`config.mk`:
```
export PLATFORM = sky130hd
export DESIGN_NAME = fp_addsub_fsm
export DESIGN_NICKNAME = d
export VERILOG_FILES = /design/src/rtl/fp_pkg.sv /design/src/rtl/fp_lzc.sv /design/src/rtl/fp_addsub_fsm.sv
export SDC_FILE = /design/constraint.sdc
export NUM_CORES = 1
export LEC_CHECK = 0
export CAP_MARGIN = 0
export CORE_ASPECT_RATIO = 0.9
export CORE_MARGIN = 2
export CORE_UTILIZATION = 25
export CTS_CLUSTER_DIAMETER = 100
export CTS_CLUSTER_SIZE = 25
export DETAILED_ROUTE_END_ITERATION = 12
export GPL_TIMING_DRIVEN = 0
export PLACE_DENSITY = 0.38
export SLEW_MARGIN = 10
export SYNTH_ARGS = -nofsm -noshare
export SYNTH_HDL_FRONTEND = slang
export SYNTH_SLANG_ARGS = --single-unit
```
`constraint.sdc`:
```
create_clock -name clk -period 10.9 [get_ports clk]
set_input_delay 1.09 -clock clk [delete_from_list [all_inputs] [get_ports clk]]
set_output_delay 1.09 -clock clk [all_outputs]
set_load 0.01 [all_outputs]
```
`src/rtl/fp_pkg.sv`:
```
// Shared definitions for the multi-cycle floating-point add/subtract unit.
package fp_pkg;

  localparam int EXP_W_DEF = 8;
  localparam int MAN_W_DEF = 23;
  // guard, round and sticky bits carried below the significand LSB
  localparam int GRS_W = 3;

  typedef enum logic [2:0] {
    IDLE,
    UNPACK,
    ALIGN,
    ADD,
    NORM,
    ROUND
  } state_t;

endpackage

```
`src/rtl/fp_lzc.sv`:
```
// Leading-zero counter; an all-zero input returns IN_W.
module fp_lzc #(
  parameter int IN_W  = 25,
  parameter int CNT_W = $clog2(IN_W + 1)
) (
  input  logic [IN_W-1:0]  din,
  output logic [CNT_W-1:0] cnt
);

  // Ascending scan: the highest set bit is the last one to write cnt.
  always_comb begin
    cnt = CNT_W'(IN_W);
    for (int i = 0; i < IN_W; i++) begin
      if (din[i]) cnt = CNT_W'(IN_W - 1 - i);
    end
  end

endmodule

```
`src/rtl/fp_addsub_fsm.sv`:
```
// Sequential IEEE-754-style add/subtract: one FSM state per arithmetic step,
// fixed five-cycle latency, flush-to-zero, round to nearest even.
module fp_addsub_fsm
  import fp_pkg::*;
#(
  parameter int EXP_W = EXP_W_DEF,
  parameter int MAN_W = MAN_W_DEF
) (
  input  logic                   clk,
  input  logic                   rst,
  input  logic                   r_i,
  input  logic                   op,
  input  logic [EXP_W+MAN_W:0]   a,
  input  logic [EXP_W+MAN_W:0]   b,
  output logic [EXP_W+MAN_W:0]   res,
  output logic                   r_o,
  output logic                   busy
);

  localparam int W        = 1 + EXP_W + MAN_W;
  localparam int SIG_W    = MAN_W + 1;
  localparam int EXT_W    = SIG_W + GRS_W;
  localparam int SUM_W    = EXT_W + 1;
  localparam int EXS_W    = EXP_W + 2;
  localparam int LZC_IN_W = MAN_W + 2;
  localparam int LZC_W    = $clog2(LZC_IN_W + 1);

  localparam logic [EXP_W-1:0]        EXP_ONES = '1;
  localparam logic [W-1:0]            QNAN     = {1'b0, EXP_ONES, 1'b1, {(MAN_W-1){1'b0}}};
  localparam logic signed [EXS_W-1:0] EXS_ZERO = '0;
  localparam logic signed [EXS_W-1:0] EXS_ONE  = EXS_W'(1);
  localparam logic signed [EXS_W-1:0] EXS_MAX  = EXS_W'((1 << EXP_W) - 1);

  function automatic logic [W-1:0] pack_inf(input logic s);
    return {s, EXP_ONES, {MAN_W{1'b0}}};
  endfunction

  // e_pre is the normalised exponent (underflow test), e_post includes the rounding carry.
  function automatic logic [W-1:0] saturate(input logic s,
                                            input logic signed [EXS_W-1:0] e_pre,
                                            input logic signed [EXS_W-1:0] e_post,
                                            input logic [MAN_W-1:0] m);
    if (e_pre <= EXS_ZERO) return {s, {(W-1){1'b0}}};
    if (e_post >= EXS_MAX) return pack_inf(s);
    return {s, e_post[EXP_W-1:0], m};
  endfunction

  function automatic logic [W-1:0] round_pack(input logic s,
                                              input logic signed [EXS_W-1:0] e,
                                              input logic [EXT_W-1:0] sig);
    logic [SIG_W-1:0]        mant;
    logic                    up;
    logic [SIG_W:0]          mr;
    logic signed [EXS_W-1:0] er;
    logic [MAN_W-1:0]        m;
    mant = sig[EXT_W-1:GRS_W];
    up   = sig[GRS_W-1] & ((|sig[GRS_W-2:0]) | mant[0]);
    mr   = {1'b0, mant} + {{SIG_W{1'b0}}, up};
    er   = e + $signed({{(EXS_W-1){1'b0}}, mr[SIG_W]});
    m    = mr[SIG_W] ? mr[MAN_W:1] : mr[MAN_W-1:0];
    return saturate(s, e, er, m);
  endfunction

  state_t state, state_nx;
  logic   accept;

  logic [W-1:0]            a_p0, b_p0;
  logic                    op_p0;
  logic                    sign_mx_p1, eff_sub_p1, spec_vld_p1;
  logic [EXP_W-1:0]        exp_mx_p1, exp_diff_p1;
  logic [SIG_W-1:0]        sig_mx_p1, sig_mn_p1;
  logic [W-1:0]            spec_res_p1;
  logic [EXT_W-1:0]        aln_mn_p2;
  logic [SUM_W-1:0]        sum_p3;
  logic [EXT_W-1:0]        nsig_p4;
  logic signed [EXS_W-1:0] nexp_p4;
  logic                    zero_p4, sign_p4;

  logic [EXP_W-1:0]        ea, eb;
  logic [MAN_W-1:0]        ma, mb;
  logic                    sa, sb, a_zero, b_zero, a_nan, b_nan, a_inf, b_inf, swap;
  logic [W-2:0]            mag_a, mag_b;
  logic [SIG_W-1:0]        sig_a, sig_b;
  logic                    sign_mx_d, eff_sub_d, spec_vld_d;
  logic [EXP_W-1:0]        exp_mx_d, exp_diff_d;
  logic [SIG_W-1:0]        sig_mx_d, sig_mn_d;
  logic [W-1:0]            spec_res_d;
  logic [EXT_W-1:0]        ext_mn, shifted, lost, aln_d;
  logic [SUM_W-1:0]        ext_mx, sum_d;
  logic [LZC_W-1:0]        lzc_cnt;
  logic [EXT_W-1:0]        nsig_d;
  logic signed [EXS_W-1:0] exp_ext, nexp_d;
  logic                    zero_d, sign_d;
  logic [W-1:0]            res_d;

  always_ff @(posedge clk) begin
    if (rst) state <= IDLE;
    else     state <= state_nx;
  end

  always_comb begin
    state_nx = state;
    busy     = (state != IDLE) || r_o;
    accept   = (state == IDLE) && r_i && !r_o;
    unique case (state)
      IDLE:    if (accept) state_nx = UNPACK;
      UNPACK:  state_nx = ALIGN;
      ALIGN:   state_nx = ADD;
      ADD:     state_nx = NORM;
      NORM:    state_nx = ROUND;
      ROUND:   state_nx = IDLE;
      default: state_nx = IDLE;
    endcase
  end

  // ---- UNPACK: classify, flush subnormals, order by magnitude ----
  always_comb begin
    ea     = a_p0[W-2:MAN_W];
    ma     = a_p0[MAN_W-1:0];
    eb     = b_p0[W-2:MAN_W];
    mb     = b_p0[MAN_W-1:0];
    sa     = a_p0[W-1];
    sb     = b_p0[W-1] ^ op_p0;
    a_zero = (ea == '0);
    b_zero = (eb == '0);
    a_nan  = (ea == EXP_ONES) && (ma != '0);
    b_nan  = (eb == EXP_ONES) && (mb != '0);
    a_inf  = (ea == EXP_ONES) && (ma == '0);
    b_inf  = (eb == EXP_ONES) && (mb == '0);
    mag_a  = a_zero ? '0 : {ea, ma};
    mag_b  = b_zero ? '0 : {eb, mb};
    sig_a  = a_zero ? '0 : {1'b1, ma};
    sig_b  = b_zero ? '0 : {1'b1, mb};
    swap   = (mag_b > mag_a);

    spec_vld_d = a_nan || b_nan || a_inf || b_inf;
    if (a_nan || b_nan || (a_inf && b_inf && (sa != sb))) spec_res_d = QNAN;
    else if (a_inf)                                       spec_res_d = pack_inf(sa);
    else                                                  spec_res_d = pack_inf(sb);

    sign_mx_d  = swap ? sb : sa;
    eff_sub_d  = sa ^ sb;
    exp_mx_d   = swap ? mag_b[W-2:MAN_W] : mag_a[W-2:MAN_W];
    exp_diff_d = swap ? (mag_b[W-2:MAN_W] - mag_a[W-2:MAN_W])
                      : (mag_a[W-2:MAN_W] - mag_b[W-2:MAN_W]);
    sig_mx_d   = swap ? sig_b : sig_a;
    sig_mn_d   = swap ? sig_a : sig_b;
  end

  // ---- ALIGN: right-shift smaller significand, OR shifted-out bits into sticky ----
  always_comb begin
    ext_mn  = {sig_mn_p1, {GRS_W{1'b0}}};
    shifted = '0;
    lost    = '0;
    if (32'(exp_diff_p1) >= EXT_W - 1) begin
      aln_d = {{(EXT_W-1){1'b0}}, |sig_mn_p1};
    end else begin
      shifted = ext_mn >> exp_diff_p1;
      lost    = ext_mn & ~({EXT_W{1'b1}} << exp_diff_p1);
      aln_d   = {shifted[EXT_W-1:1], shifted[0] | (|lost)};
    end
  end

  // ---- ADD ----
  always_comb begin
    ext_mx = {1'b0, sig_mx_p1, {GRS_W{1'b0}}};
    sum_d  = eff_sub_p1 ? (ext_mx - {1'b0, aln_mn_p2}) : (ext_mx + {1'b0, aln_mn_p2});
  end

  // ---- NORM: carry right-shift or leading-zero left-shift ----
  fp_lzc #(
    .IN_W  (LZC_IN_W),
    .CNT_W (LZC_W)
  ) u_lzc (
    .din (sum_p3[EXT_W-1:GRS_W-1]),
    .cnt (lzc_cnt)
  );

  always_comb begin
    zero_d  = (sum_p3 == '0);
    sign_d  = (zero_d && eff_sub_p1) ? 1'b0 : sign_mx_p1;
    exp_ext = $signed({2'b00, exp_mx_p1});
    if (sum_p3[SUM_W-1]) begin
      nsig_d = {sum_p3[SUM_W-1:2], sum_p3[1] | sum_p3[0]};
      nexp_d = exp_ext + EXS_ONE;
    end else begin
      nsig_d = sum_p3[EXT_W-1:0] << lzc_cnt;
      nexp_d = exp_ext - $signed({{(EXS_W-LZC_W){1'b0}}, lzc_cnt});
    end
  end

  // ---- ROUND: specials bypass the arithmetic path ----
  always_comb begin
    if (spec_vld_p1)  res_d = spec_res_p1;
    else if (zero_p4) res_d = {sign_p4, {(W-1){1'b0}}};
    else              res_d = round_pack(sign_p4, nexp_p4, nsig_p4);
  end

  always_ff @(posedge clk) begin
    if (rst) begin
      a_p0        <= '0;
      b_p0        <= '0;
      op_p0       <= 1'b0;
      sign_mx_p1  <= 1'b0;
      eff_sub_p1  <= 1'b0;
      spec_vld_p1 <= 1'b0;
      exp_mx_p1   <= '0;
      exp_diff_p1 <= '0;
      sig_mx_p1   <= '0;
      sig_mn_p1   <= '0;
      spec_res_p1 <= '0;
      aln_mn_p2   <= '0;
      sum_p3      <= '0;
      nsig_p4     <= '0;
      nexp_p4     <= '0;
      zero_p4     <= 1'b0;
      sign_p4     <= 1'b0;
      res         <= '0;
      r_o         <= 1'b0;
    end else begin
      r_o <= 1'b0;
      unique case (state)
        IDLE: begin
          if (accept) begin
            a_p0  <= a;
            b_p0  <= b;
            op_p0 <= op;
          end
        end
        UNPACK: begin
          sign_mx_p1  <= sign_mx_d;
          eff_sub_p1  <= eff_sub_d;
          spec_vld_p1 <= spec_vld_d;
          exp_mx_p1   <= exp_mx_d;
          exp_diff_p1 <= exp_diff_d;
          sig_mx_p1   <= sig_mx_d;
          sig_mn_p1   <= sig_mn_d;
          spec_res_p1 <= spec_res_d;
        end
        ALIGN: aln_mn_p2 <= aln_d;
        ADD:   sum_p3    <= sum_d;
        NORM: begin
          nsig_p4 <= nsig_d;
          nexp_p4 <= nexp_d;
          zero_p4 <= zero_d;
          sign_p4 <= sign_d;
        end
        ROUND: begin
          res <= res_d;
          r_o <= 1'b1;
        end
        default: ;
      endcase
    end
  end

endmodule

```
Word level (Yosys, flattened, before mapping)

Index checks and enable logic that the tools add are counted.

Register bits: 294
Input bits: 68
Output and inout bits: 34
Logic and storage cells: 138

Add/sub/neg operators: 8
Magnitude comparators: 4
Equal/unequal tests: 9
Shift operators: 3
Multiplexer cells: 58
Bitwise gates (word level): 8
Reductions and logical operators: 28

Operator list:

| operator                                                            | count |
|---|---|
| 32-bit 2-to-1 mux                                                   | 8 |
| 24-bit 2-to-1 mux                                                   | 4 |
| 5-bit 2-to-1 mux                                                    | 16 |
| 31-bit 2-to-1 mux                                                   | 2 |
| 27-bit 2-to-1 mux                                                   | 2 |
| 23-bit zero test                                                    | 2 |
| 23-bit nonzero test                                                 | 2 |
| 4-bit 2-to-1 mux                                                    | 8 |
| 31-bit greater-than comparator                                      | 1 |
| 27-bit by 27-bit adder with 28-bit output                           | 1 |
| 28-bit zero test                                                    | 1 |
| 28-bit 2-to-1 mux                                                   | 1 |
| 27-bit by 27-bit subtractor with 28-bit output                      | 1 |
| 27-bit AND                                                          | 1 |
| 27-bit NOT                                                          | 1 |
| 27-bit OR reduction                                                 | 1 |
| 27-bit by 5-bit left shift with 27-bit output                       | 1 |
| 27-bit by 8-bit left shift with 27-bit output, first input constant | 1 |
| 27-bit by 8-bit right shift with 27-bit output                      | 1 |
| 24-bit by 1-bit adder with 25-bit output                            | 1 |
| 24-bit OR reduction                                                 | 1 |
| 23-bit 2-to-1 mux                                                   | 1 |
| 8-bit equality test, second input constant                          | 2 |
| 8-bit zero test                                                     | 2 |
| 27 further kinds                                                    | 56 |

Logic depth before layout (Yosys ltp)

Gate-level depths: netlist of run 1.

Depth after elaboration: 27
Mapped depth: 20
Mapped depth without buffers: 18

By module

Synthesis of run 1 repeated with hierarchy kept, for this count alone.

Cells, all modules: 2482
Area, all modules: 18491.5 um^2

Modules (own cells, without submodules):

| module        | times used | cells each | area each (um^2) | sequential area each (um^2) |
|---|---|---|---|---|
| fp_addsub_fsm | 1          | 2433       | 18212.5          | 5305.1 |
| fp_lzc        | 1          | 49         | 279.0            | 0.0 |

Worst setup path after synthesis of run 1

OpenSTA, ideal clock, no wires.

Path kind: flip-flop to flip-flop
Start point: register nsig_p4[2]
End point: register res[18]
Library setup time: 0.074 ns
Arrival time: 4.071 ns
Data required time: 10.826 ns
Slack: 6.755 ns
Stages on the path, launching flop included: 21
Path buffers: 2
Period minus slack after synthesis: 4.145 ns
Cells stage by stage: dfxtp_1 and2_1 ha_1 and3_1 nand4_1 nor3_1 and3_1 and3_1 clkbuf_1 ha_1 ha_1 nor2b_1 o21ai_0 a2111oi_0 o21ai_0 a2111o_1 nand3_1 nor3_2 clkbuf_1 nand2_1 a31oi_1

Word-level cells in the longest chain between the ends: 12
Elaborated cells on any way between the ends: 14
Classes of those cells: add/sub (2); order compare (1); mux (10); bitwise (1)

Ends and longest elaborated chain:

| element                                                       | RTL line             | text |
|---|---|---|
| from (decl)                                                   | fp_addsub_fsm.sv:75  | `logic [EXT_W-1:0] nsig_p4;` |
| from (signal assigned)                                        | fp_addsub_fsm.sv:243 | `nsig_p4 <= nsig_d;` |
| 1-bit AND *                                                   | fp_addsub_fsm.sv:57  | `up = sig[GRS_W-1] & ((\|sig[GRS_W-2:0]) \| mant[0]);` |
| 24-bit by 1-bit adder with 25-bit output *                    | fp_addsub_fsm.sv:58  | `mr = {1'b0, mant} + {{SIG_W{1'b0}}, up};` |
| 10-bit by 2-bit adder with 10-bit output                      | fp_addsub_fsm.sv:59  | `er = e + $signed({{(EXS_W-1){1'b0}}, mr[SIG_W]});` |
| 10-bit by 9-bit greater-or-equal comparator with 1-bit output | fp_addsub_fsm.sv:44  | `if (e_post >= EXS_MAX) return pack_inf(s);` |
| 1-bit 2-to-1 mux (2 in series)                                | fp_addsub_fsm.sv:44  |  |
| 1-bit 2-to-1 mux                                              | fp_addsub_fsm.sv:195 | `else if (zero_p4) res_d = {sign_p4, {(W-1){1'b0}}};` |
| 1-bit 2-to-1 mux                                              | fp_addsub_fsm.sv:194 | `if (spec_vld_p1) res_d = spec_res_p1;` |
| 32-bit 2-to-1 mux *                                           | fp_addsub_fsm.sv:45  | `return {s, e_post[EXP_W-1:0], m};` |
| 32-bit 2-to-1 mux *                                           | fp_addsub_fsm.sv:44  |  |
| 32-bit 2-to-1 mux *                                           | fp_addsub_fsm.sv:195 |  |
| 32-bit 2-to-1 mux *                                           | fp_addsub_fsm.sv:194 |  |
| to (signal assigned)                                          | fp_addsub_fsm.sv:249 | `res <= res_d;` |
| to (decl)                                                     | fp_addsub_fsm.sv:15  | `output logic [EXP_W+MAN_W:0] res,` |

Every way passes the cells marked *; elsewhere a longest branch is shown, timed or not. The select of a mux whose other input is x is not followed.
A chain may end at the register's enable or synchronous reset.

Worst setup path after layout of run 1

Same ends and word-level chain as after synthesis.

==> results of run 1 <==
-- power by group --
part	internal [µW]	leakage (µW)	switching, µW
Clock	373	0.000307	409
Combinational	1030	0.00507	2050
Sequential	1120	0.00215	243
Total	2520	0.00754	2710
-- per-stage QoR --
step | utilization (%) | area, µm²
floorplan | - | 18400
detailed placement | 28.2 | 20600
CTS | 29.1 | 21200
global route | 29.1 | 21200
finish | 29.1 | 21200
global placement | 28.2 | 20600
-- cell type report --
type	count	area (µm²)
fill	8080	51700
multi-input combinational	1910	11900
sequential	265	5310
tap	960	1200
timing repair buffer	101	1010
buffer	202	805
clock buffer	23	510
inverter	87	332
clock inverter	8	119
-- layout by cell type (no fill, tap or decap), drive strengths merged, types with 6 or more instances in the layout --
cell           netlist  routed
ha                  96      96
mux4                15      15
xnor2               36      36
or3                 14      14
buf                 34      35
nor3                60      60
nand2b              16      16
mux2                17      17
mux2i               67      67
o211ai              15      15
a221oi              20      20
clkinv               4       7
xor2                20      20
o31ai               14      14
o21bai              13      13
nand3               56      56
a311oi               6       6
and2                32      32
or4                  7       7
nand4               21      21
nor2               281     281
clkdlybuf4s50        0     100
dfxtp              265     265
inv                 83      87
o22ai               11      11
a211oi             110     110
or2                 14      14
nand2              307     307
o21ai              107     107
a2111oi              6       6
a211o                7       7
a21oi              273     273
a22oi               33      33
nor4                40      40
and3                17      17
a21o                19      19
o21a                10      10
nor2b               15      15
a31oi               51      51
clkbuf             168     191
-- layer usage --
metal	wire length [µm]	up-vias	track usage [%]
met1	39900	9246	30.8
met5	0	-	0
li1	-	9145	-
met2	34800	489	32.1
met3	3330	49	1.97
met4	1170	0	3.32
-- final timing paths --
check,slack (ns),end,depth (start not counted),startpoint
worst max register to register,5.30,res[18]$_SDFFE_PP0P_,20,nsig_p4[2]$_SDFFE_PP0N_
worst min register to register,0.47,sign_p4$_SDFFE_PP0N_,2,sign_p4$_SDFFE_PP0N_
worst min-delay path,0.47,sign_p4$_SDFFE_PP0N_,2,sign_p4$_SDFFE_PP0N_
worst max-delay path,5.30,res[18]$_SDFFE_PP0P_,20,nsig_p4[2]$_SDFFE_PP0N_
-- critical path: stages, from the launching register on --
cell and delay (ns):
dfxtp_1 0.41, and2_1 0.15, ha_1 0.16, and3_1 0.24, nand4_1 0.23, nor3_1 0.40
and3_1 0.32, and3_1 0.18, clkbuf_1 0.25, ha_1 0.35, ha_1 0.35, nor2b_1 0.07
o21ai_0 0.10, a2111oi_0 0.12, o21ai_0 0.28, a2111o_1 0.21, nand3_1 0.28, nor3_2 0.66
clkbuf_1 0.49, nand2_1 0.10, a31oi_1 0.14
-- cells by family after synthesis --
| group | Yosys count |
|---|---|
| DFF | 265 |
| xor gates and xnor gates | 56 |
| AOI/OAI and AO/OA | 749 |
| adders and majority gates | 101 |
| and+or+nand+nor | 905 |
| muxes | 99 |
| buffers and inverters | 289 |
-- state kept, by name, summed over array words and instances, names as in the netlist, 10 cells and up --
| signal | flops |
|---|---|
| sig_mn_p1 | 24 |
| sum_p3 | 28 |
| nsig_p4 | 27 |
| sig_mx_p1 | 24 |
| res | 32 |
| b_p0 | 32 |
| nexp_p4 | 10 |
| aln_mn_p2 | 27 |
| a_p0 | 32 |
==> impl_metrics.csv, run 1 <==
group,metric,value,unit
status,outcome,"finished, final reports clean",
floorplan,row_count,94,
logic_synthesis,synth_top_family_by_area,"compound AO/OA/AOI/OAI gates",
floorplan,die_w,290,µm
worst_setup_path,crit_path_max_fanout,10,
run,drv.max_cap_violation_count,0,
logic_synthesis,yosysTopAreaCell,"dfxtp_1",
logic_synthesis,synthTopCellsByCount,"307 x nand2_1, 278 x nor2_1, 273 x a21oi_1, 265 x dfxtp_1, 167 x clkbuf_1",
worst_setup_path,crit_type,"flip-flop to flip-flop",
global_route,grt_max_degree,26,
worst_setup_path,critPathRequiredTime,11.36,ns
sta,rsz0062_at_grt,"no",
logic_synthesis,yosysWarnings,0,
logic_synthesis,synth_nets,2632,
logic_synthesis,ys_seq_elements,265,
logic_synthesis,synthDistinctLibCells,90,
drt,wl_per_cell,22.3,µm
drt,vias,18929,
global_route,grt_pass1_wl,119000,µm
worst_setup_path,end_kind,"flip-flop",
logic_synthesis,netlist_instances,2464,
logic_synthesis,yosys-top-cells-area,"dfxtp_1 29%, a21oi_1 7.4%, ha_1 6.5%, nand2_1 6.3%, nor2_1 5.7%",
sta,period_minus_slack,5.60,ns
drt,wl,79200,µm
clock_tree,cts_setup_buffers,0,
power_and_ir_drop,p_leak,0.00754,µW
power_and_ir_drop,ir_drop,105,µV
sta,fin_crit_sh,51.3,%
min_path,hp-class,"flip-flop to flip-flop",
placement,globalplace.congestion,0.926,
drt,drc,0,
sta,slew_headroom,16.4,%
layout,nNetsFinal,2754,
sta,fmax,179,MHz
logic_synthesis,synth_ff_type,"dfxtp_1",
sta,setup_viol,0,
drt,ant_nets,0,
logic_synthesis,synth_edf_count,0,
logic_synthesis,yosysMostFrequentCell,"nand2_1",
power_and_ir_drop,total_power,5230,µW
drt,routed_via_density,5.32,
placement,dp_hpwl,64400,µm
clock_tree,cts_tree,"yes",
clock_tree,cts_max_path_buffers,3,
clock_tree,cts_root_buf,"clkbuf_16",
sta,clock_skew,0.0240,ns
placement,dp_cells,3525,
sta,tns,0,ns
sta,hold_viol,0,
sta,slew_viol_final,0,
layout,antennaDiodeCount,0,
clock_tree,hold_buffers,0,
sta,fin_ws,5.30,ns
clock_tree,path_clk_slew,0.10,ns
sta,tightestPinTransition,1.24,ns
floorplan,io_pins,102,
logic_synthesis,synth_mux_area_share,6.56,%
floorplan,core_area,72900,µm²
clock_tree,ctsResizeCount,0,
floorplan,die_h,261,µm
clock_tree,ctsHtreeMaxLevel,1,
logic_synthesis,synth-simple-area-share,22.6,%
sta,holdWs,0.467,ns
clock_tree,cts_num_sinks,265,
logic_synthesis,avgSynthCellArea,7.45,µm²
logic_synthesis,async_reset_ff_share,0,%
layout,instances_no_fill,3556,
logic_synthesis,synth-xor-area-share,2.67,%
clock_tree,cts_buffers,19,
global_route,grt.overflow.total,0,
floorplan,initial_core_util,25.2,%
logic_synthesis,synth_compound_area_share,26.0,%
floorplan,dieArea,75600,µm²
clock_tree,clk_latency,0.54,ns
logic_synthesis,ys_seq_area_share,28.9,%
drt,drt_iter0_markers,1424,
global_route,grt_use_total,20.5,%
worst_setup_path,critPathLaunchType,"flip-flop",
power_and_ir_drop,power_density,247,nW/µm²
logic_synthesis,synth_fa_ha_area_share,7.04,%
layout,area_delta_synth_final,15.6,%
drt,first_pass_iters,5,
placement,numPortBuffers,100,
logic_synthesis,synth_area,18400,µm²
logic_synthesis,yosysTopAreaCellShare,28.9,%
global_route,grt_pass1_vias,18279,
global_route,grt_antenna_before_repair,0,
placement,pre_cts_slack,5.40,ns
worst_setup_path,crit_arrival,6.06,ns
layout,drive_above_1_share,4.55,%
Note: power is estimated with default switching activity, not from simulation.
==> run 2, diff against run 1 <==
- PLACE_DENSITY: 0.38 -> 0.39
- clock period: 10.9 -> 5 ns (I/O delays scaled with it)
==> impl_metrics.csv, run 2 (synthesis results as in run 1) <==
group,metric,value,unit
drt,routed_via_density,5.35,
worst_setup_path,reg2reg_to,"exp_mx_p1[1]$_SDFFE_PP0P_",
floorplan,dieArea,75600,µm²
layout,n_fill_cell,8033,
global_route,use_met3,2.05,%
min_path,hold_start,"sign_mx_p1$_SDFFE_PP0P_",
status,outcome,"finished, final reports clean",
layout,mostFrequentLayoutCells,"306 x nand2_1, 278 x nor2_1, 273 x a21oi_1",
layout,final_core_util,29.2,%
drt,drt_iter0_markers,1538,
drt,wl,79100,µm
floorplan,initial_core_util,25.2,%
sta,clock_skew,0.0300,ns
drt,ant_nets,0,
layout,nNetsFinal,2753,
clock_tree,path_clk_slew,0.10,ns
placement,globalplace.congestion,0.910,
global_route,grt.overflow.total,0,
layout,antennaDiodeCount,0,
layout,ff_latch_area,5310,µm²
layout,mostFrequentLayoutCell,"nand2_1",
sta,setup_viol,0,
layout,area_delta_synth_final,16.2,%
worst_setup_path,critPathLaunchType,"flip-flop",
sta,slew_headroom,7.28,%
worst_setup_path,critPathRequiredTime,5.42,ns
sta,holdWs,0.472,ns
floorplan,core_area,72900,µm²
sta,slew_viol_final,0,
clock_tree,ctsHtreeMaxLevel,1,
clock_tree,cts_num_sinks,265,
sta,tightestPinTransition,1.38,ns
sta,hold_viol,0,
global_route,grt_pass1_wl,117000,µm
worst_setup_path,crit_path_max_fanout,10,
floorplan,die_w,290,µm
worst_setup_path,end_kind,"flip-flop",
placement,dp_hpwl,64600,µm
power_and_ir_drop,p_leak,0.00757,µW
layout,design_area,21300,µm²
global_route,grt_max_degree,26,
power_and_ir_drop,power_density,539,nW/µm²
global_route,use_met1,30.9,%
global_route,grt_pass1_vias,17994,
drt,first_pass_iters,5,
min_path,hold_depth,2,
min_path,min_to,"sign_mx_p1$_SDFFE_PP0P_",
layout,largestRegisters,"a_p0 x32, b_p0 x32, res x32",
clock_tree,cts_max_path_buffers,3,
floorplan,io_pins,102,
sta,period_minus_slack,4.75,ns
clock_tree,cts_buffers,19,
worst_setup_path,reg2reg_depth,16,
worst_setup_path,crit_arrival,5.17,ns
run,drv.max_cap_violation_count,0,
global_route,top_usage_layer,"met2",
worst_setup_path,timing.rr.start,"a_p0[23]$_SDFFE_PP0P_",
layout,multi_input_area,12000,µm²
placement,place_area,20600,µm²
worst_setup_path,crit_type,"flip-flop to flip-flop",
floorplan,row_count,94,
worst_setup_path,ff2ff_setup_slack,0.25,ns
placement,numPortBuffers,100,
clock_tree,clk_latency,0.56,ns
sta,fmax,210,MHz
floorplan,die_h,261,µm
min_path,hp-class,"flip-flop to flip-flop",
clock_tree,cts_root_buf,"clkbuf_16",
drt,wl_per_cell,22.2,µm
global_route,grt_use_total,20.4,%
power_and_ir_drop,ir_drop,261,µV
drt,vias,19010,
sta,fin_crit_sh,95.1,%
global_route,grt_util_met2,31.3,%
global_route,grt_antenna_before_repair,0,
sta,rsz0062_at_grt,"no",
drt,drc,0,
clock_tree,cts_tree,"yes",
clock_tree,hold_buffers,0,
layout,drive_above_1_share,5.16,%
[run 2: metal layers]
metal / vias to the layer above / routed length [µm] / part of all wire, %
li1: 9144 / - / -
met1: 9345 / 40400 / 51
met2: 472 / 34200 / 43
met3: 49 / 3270 / 4.1
met4: 0 / 1210 / 1.5
met5: - / 0 / 0
[run 2: layout make-up]
cell class / instances / area share, %
timing repair buffer: 102 / 4.76
sequential: 265 / 24.9
buffer: 200 / 3.76
multi-input combinational: 1910 / 56.2
inverter: 87 / 1.55
clock buffer: 21 / 2.31
tap: 960 / 5.63
clock inverter: 11 / 0.909
[run 2: critical path, stage by stage, from the launching register on]
cell,delay [ns]
dfxtp_1,0.38
nor4_2,0.46
nand2_1,0.23
clkbuf_1,0.27
nand2_1,0.23
ha_1,0.28
a21o_1,0.16
a21o_1,0.18
a21oi_1,0.29
o2111ai_1,0.22
or4_1,0.57
nand2_1,0.15
buf_2,0.24
buf_1,0.47
nor2_1,0.07
a21oi_1,0.27
a211oi_1,0.12
[run 2: through the flow]
step | std cells | TNS (ns) | power, µW | setup WS [ns]
2_1_floorplan | 2464 | 0 | 7350 | 0.855
5_1_grt | 3556 | 0 | 12300 | 0.00714
6_report | 3556 | 0 | 11500 | 0.246
3_5_place_dp | 3525 | -6.13 | 9620 | -0.492
4_1_cts | 3557 | 0 | 11500 | 0.0238
3_3_place_gp | 3524 | -4.09 | 9600 | -0.415
[run 2: worst max path at each step]
| stage | startpoint | depth (start not counted) | end |
|---|---|---|---|
| after floorplan | nsig_p4[2]$_SDFFE_PP0N_ | 20 | res[18]$_SDFFE_PP0P_ |
| after global placement | nsig_p4[2]$_SDFFE_PP0N_ | 20 | res[18]$_SDFFE_PP0P_ |
| after detailed placement | nsig_p4[2]$_SDFFE_PP0N_ | 20 | res[9]$_SDFFE_PP0P_ |
| after CTS | b_p0[24]$_SDFFE_PP0P_ | 16 | sig_mn_p1[19]$_SDFFE_PP0P_ |
| after global routing | a_p0[23]$_SDFFE_PP0P_ | 15 | exp_mx_p1[2]$_SDFFE_PP0P_ |
| final | a_p0[23]$_SDFFE_PP0P_ | 16 | exp_mx_p1[1]$_SDFFE_PP0P_ |
[run 2: what timing repair did]
item	4_1_cts	5_1_grt
gates resized for setup	7	10
setup endpoints to repair	43	84
pin swaps	1	0
setup buffers	1	0
[run 2: where the power goes]
part           switching [µW]  internal [µW]
combinational            4450           2250
sequential                543           2450
clock                     974            829
total                    5970           5530
==> run 3, diff against run 2 <==
- RECOVER_POWER: unset -> 50
==> impl_metrics.csv, run 3 (synthesis results as in run 1) <==
group,metric,value,unit
status,outcome,"finished, final reports clean",
worst_setup_path,crit_path_cell_trace,"nor4_2, nand2_1, clkbuf_1, nand2_1, ha_1, a21o_1, a21o_1, a21oi_1, o2111ai_1, or4_1, nand2_1, buf_2, buf_1, nor2_1, a21oi_1, a211oi_1",
clock_tree,cts_tree,"yes",
clock_tree,cts_root_buf,"clkbuf_16",
drt,wl,79000,µm
placement,pre_cts_slack,-0.492,ns
sta,slew_viol_final,0,
layout,area_delta_synth_final,16.1,%
power_and_ir_drop,power_density,539,nW/µm²
drt,ant_nets,0,
floorplan,io_pins,102,
run,drv.max_cap_violation_count,0,
global_route,grt.overflow.total,0,
layout,drive_above_1_share,5.01,%
sta,fin_ws,0.229,ns
power_and_ir_drop,ir_drop,260,µV
floorplan,dieArea,75600,µm²
drt,drc,0,
clock_tree,cts_max_path_buffers,3,
worst_setup_path,crit_type,"flip-flop to flip-flop",
global_route,grt_pass1_vias,17994,
layout,mostFrequentLayoutCells,"306 x nand2_1, 278 x nor2_1, 273 x a21oi_1",
sta,tns,0,ns
sta,fmax,210,MHz
floorplan,die_h,261,µm
sta,clock_skew,0.0294,ns
worst_setup_path,crit_buf_inv,3,
worst_setup_path,critPathRequiredTime,5.42,ns
sta,holdWs,0.473,ns
worst_setup_path,end_kind,"flip-flop",
worst_setup_path,cpPeakStageDelay,0.58,ns
global_route,grt_pass1_wl,117000,µm
drt,wl_per_cell,22.2,µm
clock_tree,path_clk_slew,0.10,ns
drt,route.met2.wl,34200,µm
clock_tree,ctsHtreeMaxLevel,1,
sta,rsz0062_at_grt,"no",
placement,place_area,20600,µm²
floorplan,row_count,94,
layout,design_area,21300,µm²
drt,routed_via_density,5.36,
drt,top_layer,"met4",
sta,slew_headroom,7.69,%
min_path,hp-class,"flip-flop to flip-flop",
global_route,grt_max_degree,26,
floorplan,die_w,290,µm
worst_setup_path,critPathLaunchType,"flip-flop",
sta,tightestPinTransition,1.37,ns
clock_tree,cts_num_sinks,265,
layout,largestRegisters,"a_p0 x32, b_p0 x32, res x32",
global_route,grt_antenna_before_repair,0,
placement,dp_hpwl,64600,µm
worst_setup_path,crit_path_max_fanout,10,
layout,instances_no_fill,3557,
sta,fin_crit_sh,95.4,%
drt,drt_iter0_markers,1432,
drt,wl_met1,39900,µm
sta,hold_viol,0,
worst_setup_path,cp_top_family,"simple AND/OR/NAND/NOR gates",
floorplan,initial_core_util,25.2,%
drt,first_pass_iters,5,
worst_setup_path,cp_slowest_cell,"or4_1",
placement,dp_cells,3525,
worst_setup_path,crit_arrival,5.19,ns
sta,period_minus_slack,4.77,ns
clock_tree,cts_buffers,19,
drt,met3WireLength,3630,µm
placement,numPortBuffers,100,
global_route,grt_use_total,20.4,%
power_and_ir_drop,p_leak,0.00767,µW
layout,mostFrequentLayoutCell,"nand2_1",
sta,setup_viol,0,
drt,vias,19048,
layout,nNetsFinal,2753,
placement,globalplace.congestion,0.910,
worst_setup_path,crit_top_cell,"nand2_1",
clock_tree,hold_buffers,0,
floorplan,core_area,72900,µm²
clock_tree,clk_latency,0.56,ns
==> run 3: metrics by stage <==
| step | total power, µW | util [%] |
|---|---|---|
| 2_1_floorplan | 7350 | - |
| 3_3_place_gp | 9600 | 28.2 |
| 3_5_place_dp | 9620 | 28.2 |
| 4_1_cts | 11500 | 29.2 |
| 5_1_grt | 12300 | 29.2 |
| 6_report | 11500 | 29.2 |
==> run 3: worst paths after layout <==
path / endpoint / from / cells past startpoint / slack (ns)
worst max-delay path: exp_mx_p1[1]$_SDFFE_PP0P_ / a_p0[23]$_SDFFE_PP0P_ / 16 / 0.23
worst min-delay path: b_p0[31]$_SDFFE_PP0P_ / b_p0[31]$_SDFFE_PP0P_ / 2 / 0.47
worst max register to register: exp_mx_p1[1]$_SDFFE_PP0P_ / a_p0[23]$_SDFFE_PP0P_ / 16 / 0.23
worst min register to register: b_p0[31]$_SDFFE_PP0P_ / b_p0[31]$_SDFFE_PP0P_ / 2 / 0.47
==> run 3: repair_timing <==
item / CTS / global route
setup endpoints to repair: 43 / 84
setup buffers: 1 / 0
resized for setup: 7 / 10
pin swaps: 1 / 0
==> run 3: final cells by class <==
| cell class | instances | area (µm²) |
|---|---|---|
| diodes | 1 | 2.50 |
| plain buffers | 200 | 800 |
| clock buffers | 21 | 493 |
| clock inverters | 11 | 194 |
| fillers | 8038 | 51600 |
| inverters | 87 | 332 |
| multi-input cells | 1910 | 12000 |
| flip-flops and latches | 265 | 5310 |
| well taps | 960 | 1200 |
| repair buffers | 102 | 1010 |
==> run 3: power by group <==
part	internal, µW	leakage (µW)	switching [µW]	total, µW
Sequential	2450	0.00215	545	3000
Combinational	2240	0.00520	4450	6690
Clock	829	0.000321	969	1800
==> run 3: tightest hold or removal path: stages (launching register included) <==
cell and delay, ns:
dfxtp_1 0.33, nand2_1 0.05, a21oi_1 0.05
==> run 3: layer usage <==
metal	vias to the layer above	track usage, %
li1	9150	-
met3	55	2.05
met4	0	3.42
met2	516	31.3
met5	-	0
met1	9327	30.9
